## src/rtl/seg7_hc595_scanner_if.sv

```systemverilog
// Display-side bundle: the captured word and strobes in, 74HC595 control pins out.
// The scanner takes the slave side; a producer or bench takes the master side.
interface seg7_hc595_scanner_if;
  logic [31:0] data_i;
  logic [7:0]  dp_i;
  logic        data_valid_i;
  logic        enable_i;
  logic        sr_sclk_o;
  logic        sr_wd_o;
  logic        sr_latch_o;
  logic        sr_oe_n_o;
  logic        frame_done_o;

  modport master (
    output data_i, dp_i, data_valid_i, enable_i,
    input  sr_sclk_o, sr_wd_o, sr_latch_o, sr_oe_n_o, frame_done_o
  );

  modport slave (
    input  data_i, dp_i, data_valid_i, enable_i,
    output sr_sclk_o, sr_wd_o, sr_latch_o, sr_oe_n_o, frame_done_o
  );
endinterface

```

## src/rtl/seg7_hc595_scanner.sv

```systemverilog
// Scans a 32-bit word as eight hex digits through two chained 74HC595s, one digit per
// LOAD/SHIFT/LATCH/HOLD pass; all outputs registered, no backpressure (strobe, last wins).
module seg7_hc595_scanner #(
  parameter int unsigned CLK_DIV     = 4,
  parameter int unsigned DIGIT_HOLD  = 1000,
  parameter bit          SEG_ACT_LOW = 1'b0,
  parameter bit          DIG_ACT_LOW = 1'b0
) (
  input logic                 clk_i,
  input logic                 rst_ni,
  seg7_hc595_scanner_if.slave disp
);

  typedef enum logic [1:0] {S_LOAD, S_SHIFT, S_LATCH, S_HOLD} state_e;

  localparam logic [19:0] DIV_LAST  = 20'(CLK_DIV - 1);
  localparam logic [19:0] HOLD_LAST = (DIGIT_HOLD == 0) ? 20'd0 : 20'(DIGIT_HOLD - 1);

  state_e      state_q, state_d;
  logic [2:0]  idx_q, idx_d;
  logic [19:0] cnt_q, cnt_d;
  logic [3:0]  bit_q, bit_d;
  logic [15:0] word_q, word_d;
  logic [31:0] pend_dat_q, pend_dat_d;
  logic [7:0]  pend_dp_q, pend_dp_d;
  logic [31:0] shad_dat_q, shad_dat_d;
  logic [7:0]  shad_dp_q, shad_dp_d;
  logic        sclk_q, sclk_d;
  logic        wd_q, wd_d;
  logic        latch_q, latch_d;
  logic        oe_n_q, oe_n_d;
  logic        fd_q, fd_d;
  logic        shown_q, shown_d;

  logic [31:0] cur_dat;
  logic [7:0]  cur_dp;
  logic [3:0]  nib;
  logic [7:0]  seg;
  logic [7:0]  dig;
  logic [15:0] w;

  function automatic logic [6:0] seg7_decode(input logic [3:0] n);
    logic [6:0] s;
    case (n)
      4'h0:    s = 7'h3F;
      4'h1:    s = 7'h06;
      4'h2:    s = 7'h5B;
      4'h3:    s = 7'h4F;
      4'h4:    s = 7'h66;
      4'h5:    s = 7'h6D;
      4'h6:    s = 7'h7D;
      4'h7:    s = 7'h07;
      4'h8:    s = 7'h7F;
      4'h9:    s = 7'h6F;
      4'hA:    s = 7'h77;
      4'hB:    s = 7'h7C;
      4'hC:    s = 7'h39;
      4'hD:    s = 7'h5E;
      4'hE:    s = 7'h79;
      default: s = 7'h71;
    endcase
    return s;
  endfunction

  // Digit 0 reads the pending word (or the coinciding strobe) so a whole frame comes
  // from one snapshot; other digits read the shadow taken at that point.
  always_comb begin
    cur_dat = shad_dat_q;
    cur_dp  = shad_dp_q;
    if (idx_q == 3'd0) begin
      cur_dat = disp.data_valid_i ? disp.data_i : pend_dat_q;
      cur_dp  = disp.data_valid_i ? disp.dp_i   : pend_dp_q;
    end
    nib = cur_dat[{idx_q, 2'b00} +: 4];
    seg = {cur_dp[idx_q], seg7_decode(nib)} ^ {8{SEG_ACT_LOW}};
    dig = (8'd1 << idx_q) ^ {8{DIG_ACT_LOW}};
    w   = {dig, seg};
  end

  always_comb begin
    state_d    = state_q;
    idx_d      = idx_q;
    cnt_d      = cnt_q;
    bit_d      = bit_q;
    word_d     = word_q;
    pend_dat_d = pend_dat_q;
    pend_dp_d  = pend_dp_q;
    shad_dat_d = shad_dat_q;
    shad_dp_d  = shad_dp_q;
    sclk_d     = sclk_q;
    wd_d       = wd_q;
    latch_d    = latch_q;
    shown_d    = shown_q;
    fd_d       = 1'b0;

    if (disp.data_valid_i) begin
      pend_dat_d = disp.data_i;
      pend_dp_d  = disp.dp_i;
    end

    case (state_q)
      S_LOAD: begin
        if (idx_q == 3'd0) begin
          shad_dat_d = cur_dat;
          shad_dp_d  = cur_dp;
        end
        word_d  = w;
        bit_d   = 4'd15;
        wd_d    = w[15];
        sclk_d  = 1'b0;
        cnt_d   = 20'd0;
        state_d = S_SHIFT;
      end
      S_SHIFT: begin
        if (cnt_q == DIV_LAST) begin
          cnt_d = 20'd0;
          if (!sclk_q) begin
            sclk_d = 1'b1;
          end else if (bit_q == 4'd0) begin
            sclk_d  = 1'b0;
            latch_d = 1'b1;
            state_d = S_LATCH;
          end else begin
            // Data moves only at the start of a low phase, a full CLK_DIV before the rise.
            sclk_d = 1'b0;
            bit_d  = bit_q - 4'd1;
            wd_d   = word_q[bit_q - 4'd1];
          end
        end else begin
          cnt_d = cnt_q + 20'd1;
        end
      end
      S_LATCH: begin
        if (cnt_q == DIV_LAST) begin
          cnt_d   = 20'd0;
          latch_d = 1'b0;
          shown_d = 1'b1;
          state_d = S_HOLD;
        end else begin
          cnt_d = cnt_q + 20'd1;
        end
      end
      default: begin
        if (cnt_q == HOLD_LAST) begin
          cnt_d   = 20'd0;
          idx_d   = idx_q + 3'd1;
          fd_d    = (idx_q == 3'd7);
          state_d = S_LOAD;
        end else begin
          cnt_d = cnt_q + 20'd1;
        end
      end
    endcase

    // Outputs stay dark until a complete word has reached the 595 storage register.
    oe_n_d = ~(disp.enable_i & shown_d);
  end

  always_ff @(posedge clk_i or negedge rst_ni) begin
    if (!rst_ni) begin
      state_q    <= S_LOAD;
      idx_q      <= 3'd0;
      cnt_q      <= 20'd0;
      bit_q      <= 4'd15;
      word_q     <= 16'd0;
      pend_dat_q <= 32'd0;
      pend_dp_q  <= 8'd0;
      shad_dat_q <= 32'd0;
      shad_dp_q  <= 8'd0;
      sclk_q     <= 1'b0;
      wd_q       <= 1'b0;
      latch_q    <= 1'b0;
      oe_n_q     <= 1'b1;
      fd_q       <= 1'b0;
      shown_q    <= 1'b0;
    end else begin
      state_q    <= state_d;
      idx_q      <= idx_d;
      cnt_q      <= cnt_d;
      bit_q      <= bit_d;
      word_q     <= word_d;
      pend_dat_q <= pend_dat_d;
      pend_dp_q  <= pend_dp_d;
      shad_dat_q <= shad_dat_d;
      shad_dp_q  <= shad_dp_d;
      sclk_q     <= sclk_d;
      wd_q       <= wd_d;
      latch_q    <= latch_d;
      oe_n_q     <= oe_n_d;
      fd_q       <= fd_d;
      shown_q    <= shown_d;
    end
  end

  assign disp.sr_sclk_o    = sclk_q;
  assign disp.sr_wd_o      = wd_q;
  assign disp.sr_latch_o   = latch_q;
  assign disp.sr_oe_n_o    = oe_n_q;
  assign disp.frame_done_o = fd_q;

endmodule

```

## src/flat_wrapper.sv

```systemverilog
// flat-port wrapper written by rule: the top's interface ports become plain ports
module seg7_hc595_scanner_flat 
#(
  parameter int unsigned CLK_DIV     = 4,
  parameter int unsigned DIGIT_HOLD  = 1000,
  parameter bit          SEG_ACT_LOW = 1'b0,
  parameter bit          DIG_ACT_LOW = 1'b0
)
  (clk_i, rst_ni, disp_data_i, disp_dp_i, disp_data_valid_i, disp_enable_i, disp_sr_sclk_o, disp_sr_wd_o, disp_sr_latch_o, disp_sr_oe_n_o, disp_frame_done_o);
  seg7_hc595_scanner_if disp_i ();
  input logic clk_i;
  input logic rst_ni;
  input wire logic [$bits(disp_i.data_i)-1:0] disp_data_i;
  input wire logic [$bits(disp_i.dp_i)-1:0] disp_dp_i;
  input wire logic [$bits(disp_i.data_valid_i)-1:0] disp_data_valid_i;
  input wire logic [$bits(disp_i.enable_i)-1:0] disp_enable_i;
  output wire logic [$bits(disp_i.sr_sclk_o)-1:0] disp_sr_sclk_o;
  output wire logic [$bits(disp_i.sr_wd_o)-1:0] disp_sr_wd_o;
  output wire logic [$bits(disp_i.sr_latch_o)-1:0] disp_sr_latch_o;
  output wire logic [$bits(disp_i.sr_oe_n_o)-1:0] disp_sr_oe_n_o;
  output wire logic [$bits(disp_i.frame_done_o)-1:0] disp_frame_done_o;
  assign disp_i.data_i = disp_data_i;
  assign disp_i.dp_i = disp_dp_i;
  assign disp_i.data_valid_i = disp_data_valid_i;
  assign disp_i.enable_i = disp_enable_i;
  assign disp_sr_sclk_o = disp_i.sr_sclk_o;
  assign disp_sr_wd_o = disp_i.sr_wd_o;
  assign disp_sr_latch_o = disp_i.sr_latch_o;
  assign disp_sr_oe_n_o = disp_i.sr_oe_n_o;
  assign disp_frame_done_o = disp_i.frame_done_o;
  seg7_hc595_scanner #(.CLK_DIV(CLK_DIV), .DIGIT_HOLD(DIGIT_HOLD), .SEG_ACT_LOW(SEG_ACT_LOW), .DIG_ACT_LOW(DIG_ACT_LOW)) u_core (.clk_i(clk_i), .rst_ni(rst_ni), .disp(disp_i));
endmodule
```

## config.mk

```make
export PLATFORM = sky130hd
export DESIGN_NAME = seg7_hc595_scanner_flat
export DESIGN_NICKNAME = d
export VERILOG_FILES = /design/src/rtl/seg7_hc595_scanner_if.sv /design/src/rtl/seg7_hc595_scanner.sv /design/src/flat_wrapper.sv
export SDC_FILE = /design/constraint.sdc
export NUM_CORES = 1
export LEC_CHECK = 0
export ABC_AREA = 1
export CORE_MARGIN = 3
export CORE_UTILIZATION = 54
export DETAILED_ROUTE_END_ITERATION = 6
export GPL_TIMING_DRIVEN = 1
export PLACE_DENSITY = 0.85
export SYNTH_ARGS = -nofsm -noshare
export SYNTH_HDL_FRONTEND = slang
export SYNTH_SLANG_ARGS = --single-unit
```

## constraint.sdc

```tcl
create_clock -name clk_i -period 3 [get_ports clk_i]
set_clock_uncertainty 0.2 [all_clocks]
set_input_delay 0.45 -clock clk_i [delete_from_list [all_inputs] [get_ports clk_i]]
set_output_delay 0.45 -clock clk_i [all_outputs]
set_load 0.05 [all_outputs]
```

==> results of run 1 <==
-- layout by cell type, fill, tap and decap left out, drive strengths merged --
cell type	count
nand2	235
buf	29
nand4	12
dfstp	5
or2	1
o21bai	1
xor2	9
clkdlybuf4s50	47
a31oi	2
nor3	11
bufinv	5
clkinv	1
ha	19
a21oi	32
o22ai	31
o21ai	47
dlygate4sd3	1
o211ai	9
dfrtp	126
a32oi	1
nor4	10
nor2	69
and2	14
nand3	78
xnor2	3
clkinvlp	2
o31ai	1
clkbuf	25
inv	113
mux2	4
nor3b	3
-- logic make-up (layout without fill, tap and decap cells) --
family	count (synthesis)	in the layout	synth area share (%)
simple gates	433	433	27.9
flops	131	131	47.3
mux	4	4	0.648
xor+xnor	12	12	1.51
compound gates	124	124	10.1
buf+inv	151	223	9.15
fa+ha+maj	19	19	3.42
-- state kept, by name, summed over array words and instances, names as in the netlist --
name and flops:
u_core.idx_q 3, u_core.disp.sr_oe_n_o 1, u_core.word_q 16, u_core.cnt_q 20
u_core.shown_q 1, u_core.disp.sr_latch_o 1, u_core.shad_dp_q 8, u_core.bit_q 4
u_core.disp.frame_done_o 1, u_core.disp.sr_wd_o 1, u_core.state_q 2, u_core.shad_dat_q 32
u_core.disp.sr_sclk_o 1, u_core.pend_dp_q 8, u_core.pend_dat_q 32
-- what timing repair did --
item	4_1_cts	5_1_grt
hold buffers	1	0
setup buffers	0	2
hold endpoints to repair	49	0
setup endpoints to repair	0	7
-- worst register-to-register path, cell delays in order (launching register included) --
cell	delay [ns]
dfrtp_1	0.35
inv_1	0.08
ha_4	0.18
inv_2	0.09
nor2_4	0.05
buf_4	0.14
clkbuf_16	0.18
o21ai_0	0.17
nand2_1	0.07
nand3_1	0.09
nand2_1	0.08
o21ai_2	0.17
inv_1	0.10
ha_1	0.26
inv_1	0.08
nand3_1	0.11
nand3_1	0.10
nand3_1	0.07
nand2_1	0.07
-- worst paths after layout --
path	startpoint	endpoint	cells past startpoint
setup / recovery	u_core.idx_q[0]	u_core.word_q[3]	18
hold / removal	u_core.pend_dat_q[8]	u_core.pend_dat_q[8]	2
setup reg to reg	u_core.idx_q[0]	u_core.word_q[3]	18
hold reg to reg	u_core.pend_dat_q[8]	u_core.pend_dat_q[8]	2
max in group asynchronous	rst_ni	u_core.bit_q[1]	3
min in group asynchronous	rst_ni	u_core.shad_dp_q[6]	2
-- area by class of cell --
class	instances	area, um^2	area share [%]
clock buffers	24	502	5.99
clock inverters	8	170	2.03
inverters	113	424	5.06
multi-input cells	592	3040	36.3
flip-flops and latches	131	3280	39.2
well taps	168	210	2.51
repair buffers	78	748	8.93
-- through the flow --
| stage | TNS, ns | utilization, % | setup WS [ns] | instances | area [um^2] |
|---|---|---|---|---|---|
| after global routing | 0 | 68.1 | 0.0834 | 1114 | 8380 |
| after detailed placement | -0.0869 | 62.2 | -0.0453 | 1078 | 7660 |
| after global placement | 0 | 62.2 | 0.0625 | 1078 | 7660 |
| after floorplan | 0 | - | 0.0221 | 874 | 6970 |
| final | 0 | 68.1 | 0.290 | 1114 | 8380 |
| after CTS | 0 | 67.7 | 0.0876 | 1111 | 8340 |
-- report_power, final --
part / leakage [nW] / switching (W) / internal, W
Clock: 0.323 / 0.000757 / 0.00158
Sequential: 1.65 / 0.0000396 / 0.00187
Combinational: 2.22 / 0.000226 / 0.000169
-- per-layer routing --
layer	vias to the layer above	track usage [%]	share of wire [%]
met3	66	5.65	6.2
met5	-	0	0
met1	2924	31.6	42
met2	251	40.2	49
li1	2954	-	-
met4	0	10.9	2.8
==> run metrics, run 1 <==
instance count of the mapped netlist 874; sequential fraction of the synthesis area a little under half; fin crit share 90.3%; library cell with the largest summed area after synthesis dfrtp_1; share of the synthesized area in the top cell type 45.4%; number of buffers and inverters on the critical path 6; Top Ports 49; Final min period 2.71 ns; predominant post-synthesis flop cell dfrtp_1; type of the worst setup path reg -> reg; routed length per placed instance 15.3 um; number of storage elements in the synthesis netlist 131; number of enable-type register cells in the synthesized netlist 0; minimum setup slack among reg-to-reg paths between 0.2 and 0.3 ns; arrival time at the worst endpoint 2.87 ns; wire length after detailed routing 17.1 mm; Iter 0 DRT Violations 695; cell-by-cell listing of the critical path inv_1 > ha_4 > inv_2 > nor2_4 > buf_4 > clkbuf_16 > o21ai_0 > nand2_1 > nand3_1 > nand2_1 > o21ai_2 > inv_1 > ha_1 > inv_1 > nand3_1 > nand3_1 > nand3_1 > nand2_1; die area 14,300 um^2; final antenna-violating net count 0; PD cells 554 nW/um^2; total of warnings raised by yosys 0; root buf cell clkbuf_16; Post-CTS Resized 0; number of hold violations in the final report 0; library cell contributing the largest single delay on the critical path dfrtp_1; Die W 119 um; Synth cell types 40; syn avg cell area roughly 7.9 um^2; pin count of the biggest net entering global routing 54; TritonCTS clock tree yes; depth of the CTS H-tree 4; Max-slew headroom 53.5%; power after layout 0.00465 W; initial antenna violation count 0; maximum fanout count along the critical path 24; Clk Latency, worst-skew pair 0.42 ns; overall track demand over capacity in global routing 24.7%; syn nets 937; detailed placer's ending HPWL 10.8 mm; via count 6,195; setup repair after global routing missed its margin no; run status complete, no violations; Filler Cells Inserted 961; max capacitance violation total 0; clock transition at the registers of the reported paths roughly 0.06 ns; total overflow reported by the global router 0; top cells by area in the synthesized netlist dfrtp_1 45%, nand2_1 12%, inv_1 5.8%; Final Max Tran Viols 0; placeable core area 12,300 um^2; wire length of the first global-routing pass 28.6 mm; data required time at the worst endpoint 3.16 ns; via count of the first global-routing pass 6,131; final hold slack 0.267 ns; ranking of synthesized cells by instance count 230 x nand2_1, 126 x dfrtp_1, 107 x inv_1; Least-Margin Pin Slew 0.698 ns; share of final-layout standard cells stronger than drive strength 1 10.5%; final estimated routing congestion in global placement slightly above 0.9; share of flip-flops with an asynchronous set or reset 100%; most instantiated library cell after synthesis nand2_1; maximum clock frequency 369 MHz; area delta synth->final 20.6%; P_leak 4.19 nW; critical path capture point type flip-flop; final routed DRC violation total 0; per-cell via count in the routed design 5.56; Die Span Y between 100 and 150 um; IR Drop Worst-Case VDD 366 uV; First-pass DRT Iterations 7; cell family contributing the most delay on the critical path buffers and inverters; setup-violating endpoint count in the final report 0; summed instance area of the synthesized netlist 6950 um^2; CTS sink count 131; n_diodes 0; delay contributed by the slowest stage of the critical path roughly 0.35 ns; count of port buffers added during placement 48; starting density of the core 56.4%; worst min-delay path category reg -> reg; number of buffers created by CTS 17; Max Root-Sink Buffers 2; post-layout net count 996; count of standard-cell rows 40; most common cell type on the critical path nand3_1; kind of start point of the critical path flip-flop
(Power assumes the default switching activity.)
==> run 2, diff against run 1 <==
--- a/config.mk
+++ b/config.mk
@@ -6,7 +6,6 @@
 export NUM_CORES = 1
 export LEC_CHECK = 0
 export ABC_AREA = 1
-export CORE_MARGIN = 3
 export CORE_UTILIZATION = 54
 export DETAILED_ROUTE_END_ITERATION = 6
 export GPL_TIMING_DRIVEN = 1
==> run 2 against run 1 <==
Clock power decreased by 13%. Cell count decreased by 0.18%. Combinational power decreased by 1%. Highest routed layer unchanged. Critical endpoint unchanged. Total power decreased by 6.9%.
==> run metrics, run 2 (same netlist as run 1, synthesis figures left out) <==
area delta synth->final 18.9%; final estimated routing congestion in global placement 0.959 (+3.3%); via count 6,012 (-3.0%); clock transition at the registers of the reported paths 0.06 ns (about the same); arrival time at the worst endpoint 2.83 ns (-0.04 ns); routed length per placed instance 14.2 um (-7.7%); post-route non-filler standard cell count 1,112 (-0.18%); worst reg2reg startpoint u_core.idx_q[0]; Least-Margin Pin Slew 0.578 ns (-0.119 ns); starting density of the core 55.3% (-1.2 points); Die Span Y 115 um (-3.3%); final routed DRC violation total 0 (unchanged); number of hold violations in the final report 0 (unchanged); overall track demand over capacity in global routing 26.0% (+1.3 points); cell-by-cell listing of the critical path inv_1 > ha_4 > inv_2 > nor2_4 > buf_12 > buf_12 > nor2_1 > nor2_1 > nand2_1 > nand3_1 > nand3_1 > nand2_2 > inv_1 > ha_1 > nand2_1 > nand3_1 > nand3_1 > nand2_1; registers with the most flip-flops u_core.pend_dat_q (32), u_core.shad_dat_q (32), u_core.cnt_q (20); maximum fanout count along the critical path 30 (+25%); maximum clock frequency 368 MHz (-0.25%); fin crit share 90.6% (+0.23 points); initial antenna violation count 0 (unchanged); wire length after detailed routing 15.7 mm (-7.9%); total overflow reported by the global router 0 (unchanged); Filler Cells Inserted 1,016 (+5.7%); type of the worst setup path reg -> reg; depth of the CTS H-tree 4 (unchanged); Hold Startpoint u_core.pend_dat_q[30]; Top Ports 49 (unchanged); kind of start point of the critical path flip-flop; detailed placer's ending HPWL 10.6 mm (-1.6%); max capacitance violation total 0 (unchanged); n_diodes 0 (unchanged); Max-slew headroom 61.4% (+8.0 points); wire length of the first global-routing pass 26.8 mm (-6.1%); PD cells 523 nW/um^2 (-5.6%); share of final-layout standard cells stronger than drive strength 1 9.89% (-0.57 points); Die W 115 um (-3.3%); critical path capture point type flip-flop; Post-CTS Resized 0 (unchanged); count of standard-cell rows 41 (+2.5%); setup-violating endpoint count in the final report 0 (unchanged); CTS sink count 131 (unchanged); accumulated negative setup slack 0 ns (unchanged); First-pass DRT Iterations 5 (-2); library cell contributing the largest single delay on the critical path dfrtp_1; Final Max Tran Viols 0 (unchanged); data required time at the worst endpoint 3.11 ns (-0.05 ns); Max Root-Sink Buffers 2 (unchanged); leading cell type in the layout, fill and taps excluded nand2_1; pin count of the biggest net entering global routing 59 (+9.3%); Final min period 2.72 ns (+0.00680 ns); Clk Latency, worst-skew pair 0.42 ns (about the same); Iter 0 DRT Violations 594 (-15%); IR Drop Worst-Case VDD 381 uV (+4.2%); delay contributed by the slowest stage of the critical path 0.37 ns (+0.02 ns); final antenna-violating net count 0 (unchanged); number of placed instances with taps included 1,080 (+0.19%); per-cell via count in the routed design 5.41 (-2.8%); worst min-delay path category reg -> reg; post-layout net count 993 (-0.30%); number of buffers created by CTS 17 (unchanged); P_leak 4.14 nW (-1.3%); run status complete, no violations; via count of the first global-routing pass 5,783 (-5.7%); TritonCTS clock tree yes; beginning of the critical path u_core.idx_q[0]; most common cell type on the critical path nand3_1; count of port buffers added during placement 48 (unchanged); root buf cell clkbuf_16; placeable core area 12,600 um^2 (+2.1%); die area 13,300 um^2 (-6.6%); most used cells in the layout excluding fill and tap cells 230 x nand2_1, 126 x dfrtp_1, 106 x inv_1; setup repair after global routing missed its margin no
-- run 2: power breakdown --
part | leakage (nW) | switching [W] | internal (W) | total, W
Clock | 0.288 | 0.000712 | 0.00131 | 0.00203
Combinational | 2.20 | 0.000223 | 0.000167 | 0.000390
Sequential | 1.65 | 0.0000388 | 0.00187 | 0.00191
-- run 2: critical path, delay by kind of cell (launching register included) --
| kind | cells | cell delay (ns) |
|---|---|---|
| buffers and inverters | 5 | 0.62 |
| DFF | 1 | 0.37 |
| adders and majority gates | 2 | 0.45 |
| and+or+nand+nor | 11 | 0.96 |
-- run 2: layer usage --
metal / global-route usage (%) / part of all wire (%)
met4: 12.6 / 2.4
met1: 34.3 / 45
met5: 0 / 0
met2: 41.4 / 47
met3: 4.97 / 6.0
-- run 2: cell type report --
cell class	instances	area, um^2	area share (%)
Sequential cell	131	3280	39.7
Inverter	113	424	5.13
Clock buffer	24	502	6.07
Timing Repair Buffer	75	721	8.72
Clock inverter	5	75.1	0.909
Tap cell	172	215	2.60
Multi-Input combinational cell	592	3040	36.8
-- run 2: what timing repair did --
action	4_1_cts	5_1_grt
buffers inserted	0	2
endpoints found under the hold margin	40	0
hold buffers	1	0
setup endpoints to repair	0	7
-- run 2: worst paths after layout --
kind	end	slack, ns	cells after the start
setup reg to reg	u_core.word_q[3]	0.28	18
setup / recovery	u_core.word_q[3]	0.28	18
hold reg to reg	u_core.pend_dat_q[30]	0.26	2
hold / removal	u_core.pend_dat_q[30]	0.26	2
min in group asynchronous	u_core.cnt_q[17]	0.38	2
max in group asynchronous	u_core.idx_q[0]	1.42	3
-- run 2: metrics by stage --
stage	total power [W]	util, %	hold slack (ns)	setup WS (ns)	area, um^2
2_1_floorplan	0.00216	-	-0.0456	0.0221	6970
3_3_place_gp	0.00231	60.9	0.249	0.108	7650
3_5_place_dp	0.00232	60.9	0.256	0.0380	7650
4_1_cts	0.00434	65.5	0.268	0.0709	8240
5_1_grt	0.00450	65.7	0.289	0.0891	8260
6_report	0.00432	65.7	0.264	0.283	8260
==> run 3, diff against run 2 <==
--- a/config.mk
+++ b/config.mk
@@ -6,10 +6,11 @@
 export NUM_CORES = 1
 export LEC_CHECK = 0
 export ABC_AREA = 1
+export CORE_MARGIN = 2
 export CORE_UTILIZATION = 54
 export DETAILED_ROUTE_END_ITERATION = 6
 export GPL_TIMING_DRIVEN = 1
-export PLACE_DENSITY = 0.85
+export PLACE_DENSITY_LB_ADDON = 0.05
 export SYNTH_ARGS = -nofsm -noshare
 export SYNTH_HDL_FRONTEND = slang
 export SYNTH_SLANG_ARGS = --single-unit
==> run 3 against run 2 <==
Via count is 1.1% lower. Flip-flop and latch count stayed put. Die area is 3.5% higher. Non-clock buffer count is 2 higher. Clock power is 7% lower. Global-route usage is 1.0 points lower. Routed wire length is 3.8% higher. Total power is 2.9% lower. Sequential share of layout area hardly changed.
==> run metrics, run 3 (same netlist as run 1, synthesis figures left out) <==
Max-slew headroom 54.7% (-6.7 points); Max Root-Sink Buffers 2 (unchanged); clock transition at the registers of the reported paths 0.05 ns (about the same); count of buffers added by post-CTS timing repair for setup 0 (unchanged); number of cell instances on the worst register-to-register path 18 (unchanged); routed length per placed instance 14.6 um (+3.4%); die area 13,800 um^2 (+3.5%); number of hold violations in the final report 0 (unchanged); count of standard-cell rows 41 (unchanged); per-cell via count in the routed design 5.33 (-1.5%); total overflow reported by the global router 0 (unchanged); Iter 0 DRT Violations 477 (-20%); via count 5,944 (-1.1%); CTS sink count 131 (unchanged); Routed met1 length 7.55 mm (+7.5%); Met3 Wirelength 776 um (-18%); Die Span Y 117 um (+1.7%); net switching share of the total power 23.4% (+0.87 points); registers with the most flip-flops u_core.pend_dat_q (32), u_core.shad_dat_q (32), u_core.cnt_q (20); part of the power in the clock network 44.9% (-1.9 points); proportion of power drawn by combinational gates 9.6% (+0.6 points); cell family contributing the most delay on the critical path simple AND/OR/NAND/NOR gates; Sw Pwr 0.000982 W (+0.84%); most common cell type on the critical path nand3_1; DR top layer met4; root buf cell clkbuf_16; amount of wire on met2 after detailed routing 7.67 mm (+3.7%); library cell contributing the largest single delay on the critical path dfrtp_1; worst min-delay path category reg -> reg; pin count of the biggest net entering global routing 50 (-15%); arrival time at the worst endpoint 2.83 ns (about the same); wire length of the first global-routing pass 27.9 mm (+4.2%); P_leak 4.13 nW (about the same); leading cell type in the layout, fill and taps excluded nand2_1; type of the worst setup path reg -> reg; depth of the CTS H-tree 4 (unchanged); Least-Margin Pin Slew 0.679 ns (+0.101 ns); cell-by-cell listing of the critical path inv_1 > ha_4 > inv_2 > nor2_4 > buf_12 > buf_8 > nand2_1 > nand2_1 > nand3_1 > nand3_1 > nand2_2 > inv_1 > ha_1 > inv_1 > nand3_1 > nand3_1 > nand3_1 > nand2_1; Final min period 2.72 ns (+0.00549 ns); maximum clock frequency 367 MHz (-0.20%); kind of start point of the critical path flip-flop; via count of the first global-routing pass 5,947 (+2.8%); setup repair after global routing missed its margin no; power after layout 0.00420 W (-2.9%); final hold slack 0.266 ns (+0.00200 ns); cell area after layout 8260 um^2 (about the same); fin crit share 90.7% (+0.18 points); delay contributed by the slowest stage of the critical path 0.37 ns (about the same); maximum fanout count along the critical path 37 (+23%); area delta synth->final 18.9% (about the same); placeable core area 12,600 um^2 (unchanged); Filler Cells Inserted 1,092 (+7.5%); count of port buffers added during placement 48 (unchanged); final estimated routing congestion in global placement 0.882 (-8.0%); TritonCTS clock tree yes; final routed DRC violation total 0 (unchanged); PD cells 508 nW/um^2 (-2.9%); run status complete, no violations; number of buffers and inverters on the critical path 6 (+1); Placement Cell Area 7700 um^2 (+0.72%); Clk Latency, worst-skew pair 0.42 ns (about the same); post-layout net count 995 (+0.20%); wire length after detailed routing 16.3 mm (+3.8%); overall track demand over capacity in global routing 24.9% (-1.0 points); initial antenna violation count 0 (unchanged); max capacitance violation total 0 (unchanged); cell-internal power 0.00322 W (-4.0%); Top Ports 49 (unchanged); detailed placer's ending HPWL 10.9 mm (+3.2%); data required time at the worst endpoint 3.11 ns (about the same); instance count along the most critical hold path 2 (unchanged); share of the core filled with cells in the final layout 65.7% (about the same); cell depth of the worst setup path 18 (unchanged); IR Drop Worst-Case VDD 312 uV (-18%); Die W 117 um (+1.7%); most used cells in the layout excluding fill and tap cells 230 x nand2_1, 126 x dfrtp_1, 106 x inv_1; final antenna-violating net count 0 (unchanged); share of final-layout standard cells stronger than drive strength 1 9.85% (-0.042 points); number of buffers created by CTS 17 (unchanged); setup-violating endpoint count in the final report 0 (unchanged); critical path capture point type flip-flop; n_diodes 0 (unchanged); First-pass DRT Iterations 6 (+1); sequential group share of total power 45.4% (+1.3 points); starting density of the core 55.3% (unchanged); Final Max Tran Viols 0 (unchanged)
run 3: tightest hold or removal path, stage by stage (launching register included):
cell and delay, ns:
dfrtp_1 0.32, nand2_1 0.06, nand2_1 0.05
run 3: path summary, 6_finish.rpt:
check / start / to / slack [ns]
min in group asynchronous: rst_ni / u_core.shad_dat_q[3] / 0.43
max in group asynchronous: rst_ni / u_core.disp.sr_oe_n_o / 1.44
worst min-delay path: u_core.pend_dat_q[10] / u_core.pend_dat_q[10] / 0.27
worst max-delay path: u_core.idx_q[0] / u_core.word_q[3] / 0.28
worst max register to register: u_core.idx_q[0] / u_core.word_q[3] / 0.28
worst min register to register: u_core.pend_dat_q[10] / u_core.pend_dat_q[10] / 0.27
run 3: through the flow:
| step | setup slack, ns | std cells | TNS [ns] |
|---|---|---|---|
| after floorplan | 0.0221 | 874 | 0 |
| after global placement | -0.0396 | 1084 | -0.121 |
| after detailed placement | -0.101 | 1084 | -0.410 |
| after CTS | 0.133 | 1116 | 0 |
| after global routing | 0.00792 | 1116 | 0 |
| final | 0.278 | 1116 | 0 |
run 3: routing by layer:
metal,vias up,track usage [%]
li1,2945,-
met1,2810,33.7
met2,161,39.4
met3,28,5.20
met4,0,10.1
met5,-,0
run 3: cell type report:
cell class	count	area, um^2	area share [%]
multi-input cells	592	3050	36.9
inverters	113	424	5.14
well taps	172	215	2.61
clock inverters	6	55.1	0.667
flip-flops and latches	131	3280	39.8
clock buffers	25	475	5.76
repair buffers	77	756	9.15
run 3: power by group through the flow:
stage	Sequential (W)	Clock, W	Combinational [W]
finish	0.00191	0.00189	0.000404
global route	0.00192	0.00201	0.000461
CTS	0.00191	0.00190	0.000407
detailed placement	0.00194	0	0.000402
global placement	0.00193	0	0.000391
floorplan	0.00193	0	0.000234
run 3: what timing repair did:
item / CTS / global route
gates resized for setup: 0 / 3
endpoints found under the hold margin: 47 / 0
endpoints found under the setup margin: 0 / 7
hold buffers: 1 / 0
